<file path="config.mk">
export PLATFORM = sky130hd
export DESIGN_NAME = mac_feeder
export DESIGN_NICKNAME = d
export VERILOG_FILES = /design/src/rtl/mm_pkg.sv /design/src/rtl/mac_feeder_addr_gen.sv /design/src/rtl/mac_feeder.sv
export SDC_FILE = /design/constraint.sdc
export NUM_CORES = 1
export LEC_CHECK = 0
export CAP_MARGIN = 10
export CORE_MARGIN = 2
export CORE_UTILIZATION = 40
export DETAILED_ROUTE_END_ITERATION = 8
export MAX_ROUTING_LAYER = met4
export PLACE_DENSITY_LB_ADDON = 0.25
export SYNTH_ARGS = -nofsm -noshare
export SYNTH_HDL_FRONTEND = slang
export SYNTH_SLANG_ARGS = --single-unit
</file>
<file path="constraint.sdc">
create_clock -name clk_i -period 4.4 [get_ports clk_i]
set_clock_uncertainty 0.2 [all_clocks]
set_input_delay 0.88 -clock clk_i [delete_from_list [all_inputs] [get_ports clk_i]]
set_output_delay 0.88 -clock clk_i [all_outputs]
set_load 0.02 [all_outputs]
</file>
<file path="src/rtl/mm_pkg.sv">
// Shared definitions for the matrix-multiply feeder: default dimensions,
// operand width, FSM encoding and a configuration range check.
package mm_pkg;

  localparam int unsigned DIM_MAX = 8;
  localparam int unsigned DIM_W   = 4;
  localparam int unsigned ADDR_W  = 6;
  localparam int unsigned DATA_W  = 8;

  typedef enum logic [1:0] {
    StIdle  = 2'd0,
    StRun   = 2'd1,
    StDrain = 2'd2,
    StDone  = 2'd3
  } feeder_state_e;

  // A dimension is usable when it is non-zero and fits the array.
  function automatic logic dim_ok(int unsigned dim, int unsigned lim);
    return (dim != 0) && (dim <= lim);
  endfunction

endpackage

</file>
<file path="src/rtl/mac_feeder_addr_gen.sv">
// i/j/k loop counters (k innermost) and operand address generation for a
// row-major A(M x K) * B(K x N) walk.
module mac_feeder_addr_gen #(
  parameter int unsigned DIM_W  = mm_pkg::DIM_W,
  parameter int unsigned ADDR_W = mm_pkg::ADDR_W
) (
  input  logic              clk_i,
  input  logic              rstn_i,
  input  logic              load,
  input  logic [DIM_W-1:0]  load_m,
  input  logic [DIM_W-1:0]  load_n,
  input  logic [DIM_W-1:0]  load_k,
  input  logic              advance,
  output logic [DIM_W-1:0]  row,
  output logic [DIM_W-1:0]  col,
  output logic              first_k,
  output logic              last_k,
  output logic              last_pair,
  output logic [ADDR_W-1:0] a_addr,
  output logic [ADDR_W-1:0] b_addr
);

  logic [DIM_W-1:0] m_q, n_q, kl_q;
  logic [DIM_W-1:0] i_q, j_q, k_q;
  logic [DIM_W-1:0] i_d, j_d, k_d;
  logic             last_i, last_j;

  assign last_i    = (i_q == m_q - DIM_W'(1));
  assign last_j    = (j_q == n_q - DIM_W'(1));
  assign last_k    = (k_q == kl_q - DIM_W'(1));
  assign first_k   = (k_q == '0);
  assign last_pair = last_i && last_j && last_k;

  always_comb begin
    i_d = i_q;
    j_d = j_q;
    k_d = k_q;
    if (load) begin
      i_d = '0;
      j_d = '0;
      k_d = '0;
    end else if (advance) begin
      if (!last_k) begin
        k_d = k_q + DIM_W'(1);
      end else begin
        k_d = '0;
        if (!last_j) begin
          j_d = j_q + DIM_W'(1);
        end else begin
          j_d = '0;
          i_d = last_i ? '0 : i_q + DIM_W'(1);
        end
      end
    end
  end

  always_ff @(posedge clk_i or negedge rstn_i) begin
    if (!rstn_i) begin
      m_q  <= '0;
      n_q  <= '0;
      kl_q <= '0;
      i_q  <= '0;
      j_q  <= '0;
      k_q  <= '0;
    end else begin
      if (load) begin
        m_q  <= load_m;
        n_q  <= load_n;
        kl_q <= load_k;
      end
      i_q <= i_d;
      j_q <= j_d;
      k_q <= k_d;
    end
  end

  // Products never exceed DIM_MAX*DIM_MAX, which the address width covers.
  assign a_addr = ADDR_W'(i_q) * ADDR_W'(kl_q) + ADDR_W'(k_q);
  assign b_addr = ADDR_W'(k_q) * ADDR_W'(n_q) + ADDR_W'(j_q);
  assign row    = i_q;
  assign col    = j_q;

endmodule

</file>
<file path="src/rtl/mac_feeder.sv">
// Operand feeder for a single MAC: sequences A/B reads, aligns memory data
// with clear/valid markers and reports status. FEEDER_PERF_CNT_EN adds a
// run-cycle counter on perf_cycles_o.
module mac_feeder #(
  parameter int unsigned DIM_MAX   = mm_pkg::DIM_MAX,
  parameter int unsigned DIM_W     = mm_pkg::DIM_W,
  parameter int unsigned ADDR_W    = mm_pkg::ADDR_W,
  parameter int unsigned DRAIN_CYC = 3
) (
  input  logic                      clk_i,
  input  logic                      rstn_i,
  input  logic                      start_i,
  input  logic [DIM_W-1:0]          cfg_m_i,
  input  logic [DIM_W-1:0]          cfg_n_i,
  input  logic [DIM_W-1:0]          cfg_k_i,
  input  logic                      hold_i,
  output logic [ADDR_W-1:0]         a_addr_o,
  output logic [ADDR_W-1:0]         b_addr_o,
  output logic                      a_rd_o,
  output logic                      b_rd_o,
  input  logic [mm_pkg::DATA_W-1:0] a_rdata_i,
  input  logic [mm_pkg::DATA_W-1:0] b_rdata_i,
  output logic                      dsp_enable_o,
  output logic                      clear_o,
  output logic                      dsp_valid_o,
  output logic [mm_pkg::DATA_W-1:0] dsp_input_o,
  output logic [mm_pkg::DATA_W-1:0] dsp_weight_o,
  output logic [DIM_W-1:0]          out_row_o,
  output logic [DIM_W-1:0]          out_col_o,
  output logic                      busy_o,
  output logic                      done_o,
  output logic                      err_o,
  output logic [15:0]               perf_cycles_o
);

  import mm_pkg::*;

  localparam int unsigned DrW = (DRAIN_CYC > 1) ? $clog2(DRAIN_CYC) : 1;

  feeder_state_e    state_q, state_d;
  logic [DrW-1:0]   drain_q, drain_d;
  logic             cfg_ok, start_ok, issue;
  logic             err_q;
  logic             en_q, clr_q, vld_q;
  logic [DIM_W-1:0] row_q, col_q;
  logic [DIM_W-1:0] row, col;
  logic             first_k, last_k, last_pair;
  logic [ADDR_W-1:0] a_addr, b_addr;

  assign cfg_ok   = dim_ok(32'(cfg_m_i), DIM_MAX) && dim_ok(32'(cfg_n_i), DIM_MAX) &&
                    dim_ok(32'(cfg_k_i), DIM_MAX);
  assign start_ok = (state_q == StIdle) && start_i && cfg_ok;
  assign issue    = (state_q == StRun) && !hold_i;

  mac_feeder_addr_gen #(
    .DIM_W  (DIM_W),
    .ADDR_W (ADDR_W)
  ) u_addr_gen (
    .clk_i     (clk_i),
    .rstn_i    (rstn_i),
    .load      (start_ok),
    .load_m    (cfg_m_i),
    .load_n    (cfg_n_i),
    .load_k    (cfg_k_i),
    .advance   (issue),
    .row       (row),
    .col       (col),
    .first_k   (first_k),
    .last_k    (last_k),
    .last_pair (last_pair),
    .a_addr    (a_addr),
    .b_addr    (b_addr)
  );

  always_comb begin
    state_d = state_q;
    drain_d = drain_q;
    unique case (state_q)
      StIdle:  if (start_ok) state_d = StRun;
      StRun: begin
        if (issue && last_pair) begin
          state_d = StDrain;
          drain_d = '0;
        end
      end
      StDrain: begin
        if (drain_q == DrW'(DRAIN_CYC - 1)) state_d = StDone;
        else                                drain_d = drain_q + DrW'(1);
      end
      StDone:  state_d = StIdle;
      default: state_d = StIdle;
    endcase
  end

  always_ff @(posedge clk_i or negedge rstn_i) begin
    if (!rstn_i) begin
      state_q <= StIdle;
      drain_q <= '0;
      err_q   <= 1'b0;
      en_q    <= 1'b0;
      clr_q   <= 1'b0;
      vld_q   <= 1'b0;
      row_q   <= '0;
      col_q   <= '0;
    end else begin
      state_q <= state_d;
      drain_q <= drain_d;
      err_q   <= (state_q == StIdle) && start_i && !cfg_ok;
      // Markers line up with the one-cycle memory read latency.
      en_q    <= issue;
      clr_q   <= issue && first_k;
      vld_q   <= issue && last_k;
      row_q   <= (issue && last_k) ? row : '0;
      col_q   <= (issue && last_k) ? col : '0;
    end
  end

  assign a_rd_o       = issue;
  assign b_rd_o       = issue;
  assign a_addr_o     = issue ? a_addr : '0;
  assign b_addr_o     = issue ? b_addr : '0;
  assign dsp_enable_o = en_q;
  assign clear_o      = clr_q;
  assign dsp_valid_o  = vld_q;
  assign dsp_input_o  = en_q ? a_rdata_i : '0;
  assign dsp_weight_o = en_q ? b_rdata_i : '0;
  assign out_row_o    = row_q;
  assign out_col_o    = col_q;
  assign busy_o       = (state_q == StRun) || (state_q == StDrain);
  assign done_o       = (state_q == StDone) || err_q;
  assign err_o        = err_q;

`ifdef FEEDER_PERF_CNT_EN
  logic [15:0] perf_q;

  always_ff @(posedge clk_i or negedge rstn_i) begin
    if (!rstn_i) begin
      perf_q <= '0;
    end else if (start_ok) begin
      perf_q <= '0;
    end else if (busy_o && (perf_q != 16'hFFFF)) begin
      perf_q <= perf_q + 16'd1;
    end
  end

  assign perf_cycles_o = perf_q;
`else
  assign perf_cycles_o = '0;
`endif

endmodule

</file>
Word-level counts from Yosys, hierarchy flattened:

Cells that the tools add are included.

* output and inout port bits: 60
* register bits: 40
* word-level logic and storage cells: 95
* bits of input ports: 32

* $lt $le $gt $ge: 3
* reduce and logical (&&, ||, !) cells: 31
* eq/ne operators: 11
* muxes and demuxes: 25
* $add $sub $neg: 9
* multiply operators: 2

Operators by type and width (number)
* $mux W4: 14
* $mux W8: 2
* $logic_and A1 B1 Y1: 14
* $add A4 B1 Y4 const B: 3
* $add A6 B4 Y6: 2
* $eq A4 B4 Y1: 3
* $le A4 B4 Y1 const B: 3
* $mul A4 B4 Y6: 2
* $mux W6: 2
* $reduce_bool A4 Y1: 3
* $sub A4 B1 Y4 const B: 3
* $mux W2: 5
* $reduce_and A3 Y1: 3
* $pmux W2 S4: 1
* $reduce_bool A2 Y1: 4
* $eq A2 B2 Y1 const B: 3
* $ne A2 B2 Y1 const B: 3
* $logic_not A4 Y1: 1
* $pmux W2 S2: 1
* $add A2 B1 Y2 const B: 1
* $eq A2 B1 Y1 const B: 1
* $logic_not A1 Y1: 2
* $logic_not A2 Y1: 1
* $logic_or A1 B1 Y1: 2
* 2 further kinds: 2

Logic depth before layout (Yosys ltp):

* depth after elaboration: 7
* depth in mapped cells: 12
* mapped depth without buffers: 12

By module:

A second synthesis with hierarchy kept.

* cells, all modules: 360
* area, all modules: 3459.6 µm²

Modules (own cells, without submodules)
* mac_feeder_addr_gen: instances 1, cells each 238, area each 2312.2 µm², seq. area each 600.6 µm²
* mac_feeder: instances 1, cells each 122, area each 1147.4 µm², seq. area each 400.4 µm²

Worst setup path before layout:

OpenSTA, ideal clock, no wires.

* path type: reg2out
* start: reg u_addr_gen.k_q[2]
* end: out b_addr_o[5]
* setup slack: 104 ps
* stages on the path, launching flop included: 12
* arrival: 3216 ps
* buffers on the path: 1
* data required time: 3320 ps
* cells stage by stage: dfrtp_1 clkbuf_1 nand2_1 fa_1 fa_1 fa_1 inv_1 ha_1 a21o_1 a21oi_1 xnor2_1 nor2_1

* word-level cells in the longest chain between the ends: 3

RTL lines
* start: declaration: RTL line mac_feeder_addr_gen.sv:24 `logic [DIM_W-1:0] i_q, j_q, k_q;`
* start signal: assignment: RTL line mac_feeder_addr_gen.sv:73 `k_q <= k_d;`
* $mul A4 B4 Y6: RTL line mac_feeder_addr_gen.sv:79 `assign b_addr = ADDR_W'(k_q) * ADDR_W'(n_q) + ADDR_W'(j_q);`
* $add A6 B4 Y6: RTL line mac_feeder_addr_gen.sv:79
* $mux W6: RTL line mac_feeder.sv:121 `assign b_addr_o = issue ? b_addr : '0;`
* end: declaration: RTL line mac_feeder.sv:18 `output logic [ADDR_W-1:0] b_addr_o,`

No other way between the ends.

Worst setup path after layout:

* start: reg u_addr_gen.kl_q[3]
* end: out a_addr_o[4]

* word-level cells in the longest chain between the ends: 3

RTL lines
* start: declaration: RTL line mac_feeder_addr_gen.sv:23 `logic [DIM_W-1:0] m_q, n_q, kl_q;`
* start signal: assignment: RTL line mac_feeder_addr_gen.sv:69 `kl_q <= load_k;`
* $mul A4 B4 Y6: RTL line mac_feeder_addr_gen.sv:78 `assign a_addr = ADDR_W'(i_q) * ADDR_W'(kl_q) + ADDR_W'(k_q);`
* $add A6 B4 Y6: RTL line mac_feeder_addr_gen.sv:78
* $mux W6: RTL line mac_feeder.sv:120 `assign a_addr_o = issue ? a_addr : '0;`
* end: declaration: RTL line mac_feeder.sv:17 `output logic [ADDR_W-1:0] a_addr_o,`

No other way between the ends.

==> results.json <==
{
  "post_dp_cell_area_um2": 4240,
  "totalNegativeSetupSlack_ns": 0,
  "p_sw_frac": 0.434,
  "synth_top_area_share": 0.304,
  "place.gp.congestion": 0.819,
  "synthTopCellsByArea": "dfrtp_1 30%, ha_1 13%, and2_1 8.5%",
  "cts_buffer_depth": 2,
  "syn_to_final_growth_pct": 31.9,
  "crit_type": "flip-flop to output port",
  "final_cells": 548,
  "hold_viol": 0,
  "dp_hpwl_um": 5780,
  "io_pins": 92,
  "power-per-cell-area_nw_per_um2": 562,
  "ant_nets": 0,
  "leakagePower_nw": 2.05,
  "yosysWarnings": 0,
  "drive_gt1_frac": 0.129,
  "initial_core_util": 0.407,
  "wl_um": 7160,
  "die-height_um": 94.8,
  "switchingPower_mw": 1.06,
  "slowest_delay_ns": 0.55,
  "cp_slowest_cell": "fa_1",
  "dp_cells": 539,
  "grt_max_degree": 41,
  "cts_tree": "built",
  "hold_ws_ns": 0.334,
  "synth_cells": 347,
  "worstHoldPathType": "flip-flop to flip-flop",
  "antenna_found_initial": 0,
  "viasPerCell": 4.89,
  "synth_area_um2": 3290,
  "synth_most_common_cell": "and2_1",
  "finalMaxSlewViolations": 0,
  "ys_types": 44,
  "root_buffer": "clkbuf_8",
  "crit_chain": "nand2_1 > fa_1 > fa_1 > fa_1 > inv_1 > ha_1 > buf_4 > a21oi_1 > xor2_1 > nor2_1 > buf_2",
  "grtUsageTotal": 0.166,
  "critical_path_arrival_ns": 3.19,
  "peakVddDrop_uv": 285,
  "die_w_um": 94.8,
  "cts_inserted_buffers": 5,
  "avgSynthCellArea_um2": 9.49,
  "crit_fanout": 2,
  "cts.sink_count": 40,
  "reg2reg_slack_ns": 1.38,
  "setup_viol": 0,
  "clkLatencyLatePin_ns": 0.29,
  "via_count": 2679,
  "async_reset_ff_frac": 1.00,
  "cp_common_cell": "fa_1",
  "finalCriticalPeriod_ns": 4.27,
  "die_area_um2": 8980,
  "clkPwrFrac": 0.103,
  "synth_edf_count": 0,
  "maxCapViolCount": 0,
  "gr-total-overflow": 0,
  "start_kind": "flip-flop",
  "grt_pass1_wl_um": 11300,
  "drt_iter0_drc": 130,
  "fmax_ghz": 0.234,
  "fin_nets": 521,
  "wl_per_cell_um": 13.1,
  "antenna_cells": 0,
  "status": "finished clean",
  "core_um2": 8090,
  "clkTransAtPathRegs_ns": 0.08,
  "slew_headroom": 0.415,
  "drt-pass1-iter-count": 4,
  "tightestPinTransition_ns": 0.877,
  "seq_power_share": 0.244,
  "cp.required_ns": 3.32,
  "ys_seq_elements": 40,
  "fillers": 754,
  "rows": 33,
  "comb_power_share": 0.653,
  "post-synth-top-area-cell": "dfrtp_1",
  "final_area_um2": 4350,
  "critPathCaptureType": "output port",
  "yosys-top-cells-count": "45 x and2_1, 40 x dfrtp_1, 35 x ha_1, 30 x xnor2_1, 28 x inv_1",
  "cts-htree-levels": 2,
  "drc": 0,
  "post-route-period-util": 0.971,
  "portBuffers": 75,
  "p_int_mw": 1.38,
  "ys.flop_type": "dfrtp_1",
  "yosysSeqAreaShare": 0.304,
  "grt_pass1_vias": 2534
}
-- critical path, delay by kind of cell (launching register included) --
| kind | cells | cell delay (ns) |
|---|---|---|
| AOI/OAI and AO/OA | 1 | 0.14 |
| DFF | 1 | 0.35 |
| buffers and inverters | 3 | 0.33 |
| adders and majority gates | 4 | 1.78 |
| xor gates and xnor gates | 1 | 0.16 |
| and+or+nand+nor | 2 | 0.13 |
-- flip-flops by register name, summed over array words and instances (netlist names) --
name / count
u_addr_gen.kl_q: 4
err_o: 1
u_addr_gen.col: 4
clear_o: 1
u_addr_gen.k_q: 4
u_addr_gen.m_q: 4
u_addr_gen.n_q: 4
state_q: 2
dsp_enable_o: 1
u_addr_gen.row: 4
out_col_o: 4
drain_q: 2
dsp_valid_o: 1
out_row_o: 4
-- power by group through the flow --
stage | Clock (mW) | Combinational [mW] | Sequential [mW]
global route | 0.279 | 1.79 | 0.615
floorplan | 0 | 1.06 | 0.605
CTS | 0.259 | 1.59 | 0.596
global placement | 0 | 1.54 | 0.595
detailed placement | 0 | 1.58 | 0.604
finish | 0.252 | 1.59 | 0.596
-- through the flow --
| step | setup slack [ns] | total power [mW] | utilization |
|---|---|---|---|
| 2_1_floorplan | 0.104 | 1.66 | - |
| 3_3_place_gp | -0.0433 | 2.14 | 0.524 |
| 3_5_place_dp | -0.0722 | 2.19 | 0.524 |
| 4_1_cts | 0.00582 | 2.44 | 0.532 |
| 5_1_grt | -0.0178 | 2.68 | 0.537 |
| 6_report | 0.129 | 2.44 | 0.537 |
-- layout make-up --
cell class                 instances  area [µm²]  share of cell area
clock buffer                       8        90.1              0.0207
sequential                        40        1000               0.230
tap                              105         131              0.0302
multi-input combinational        268        2110               0.486
inverter                          28         105              0.0242
timing repair buffer              99         907               0.209
-- per-layer routing --
layer | track usage | part of all wire | vias up
met2 | 0.307 | 0.53 | 86
li1 | - | - | 1306
met4 | 0.0543 | 0.015 | 0
met5 | - | 0 | -
met1 | 0.178 | 0.38 | 1278
met3 | 0.0327 | 0.073 | 9
-- placed cells by master (no fill, tap or decap), drive strengths merged, types with 2 or more instances in the layout --
cell type and count:
a21oi 12, nand3 6, inv 28, mux2 8
a31oi 2, o31ai 3, fa 12, nand2b 2
conb 16, nor2 19, nor3 9, and2 45
ha 35, xor2 6, or4 3, nand4 2
dfrtp 40, nor4 4, clkbuf 9, a21o 5
buf 29, nor4b 2, clkdlybuf4s50 66, o21ai 11
xnor2 30, nand2 21, or3 4
-- what timing repair did --
action | CTS | global route
setup buffers | 0 | 1
endpoints found under the setup margin | 7 | 7
hold buffers | 0 | 0
resized for setup | 20 | 12
pin swaps | 2 | 11
endpoints found under the hold margin | 0 | 0
-- final timing paths --
| check | from | endpoint | depth (start not counted) |
|---|---|---|---|
| min in group asynchronous | rstn_i | out_col_o[0] | 1 |
| max in group asynchronous | rstn_i | out_row_o[2] | 1 |
| max | u_addr_gen.kl_q[3] | a_addr_o[4] | 11 |
| min reg2reg | u_addr_gen.m_q[3] | u_addr_gen.m_q[3] | 1 |
| max reg2reg | state_q[1] | u_addr_gen.row[3] | 10 |
| min | u_addr_gen.m_q[3] | u_addr_gen.m_q[3] | 1 |
-- logic make-up (layout without fill, tap and decap cells) --
kind of cell,after synthesis,count (layout),synth area share
buffers and inverters,54,135,0.0813
AO/OA/AOI/OAI,40,40,0.0756
multiplexers,9,9,0.0304
other,1,16,0.00114
XOR/XNOR,36,36,0.0957
adder cells (fa/ha/maj),47,47,0.206
flip-flops,40,40,0.304
AND/OR/NAND/NOR,120,120,0.206
Power figures use the tool's default switching activity.
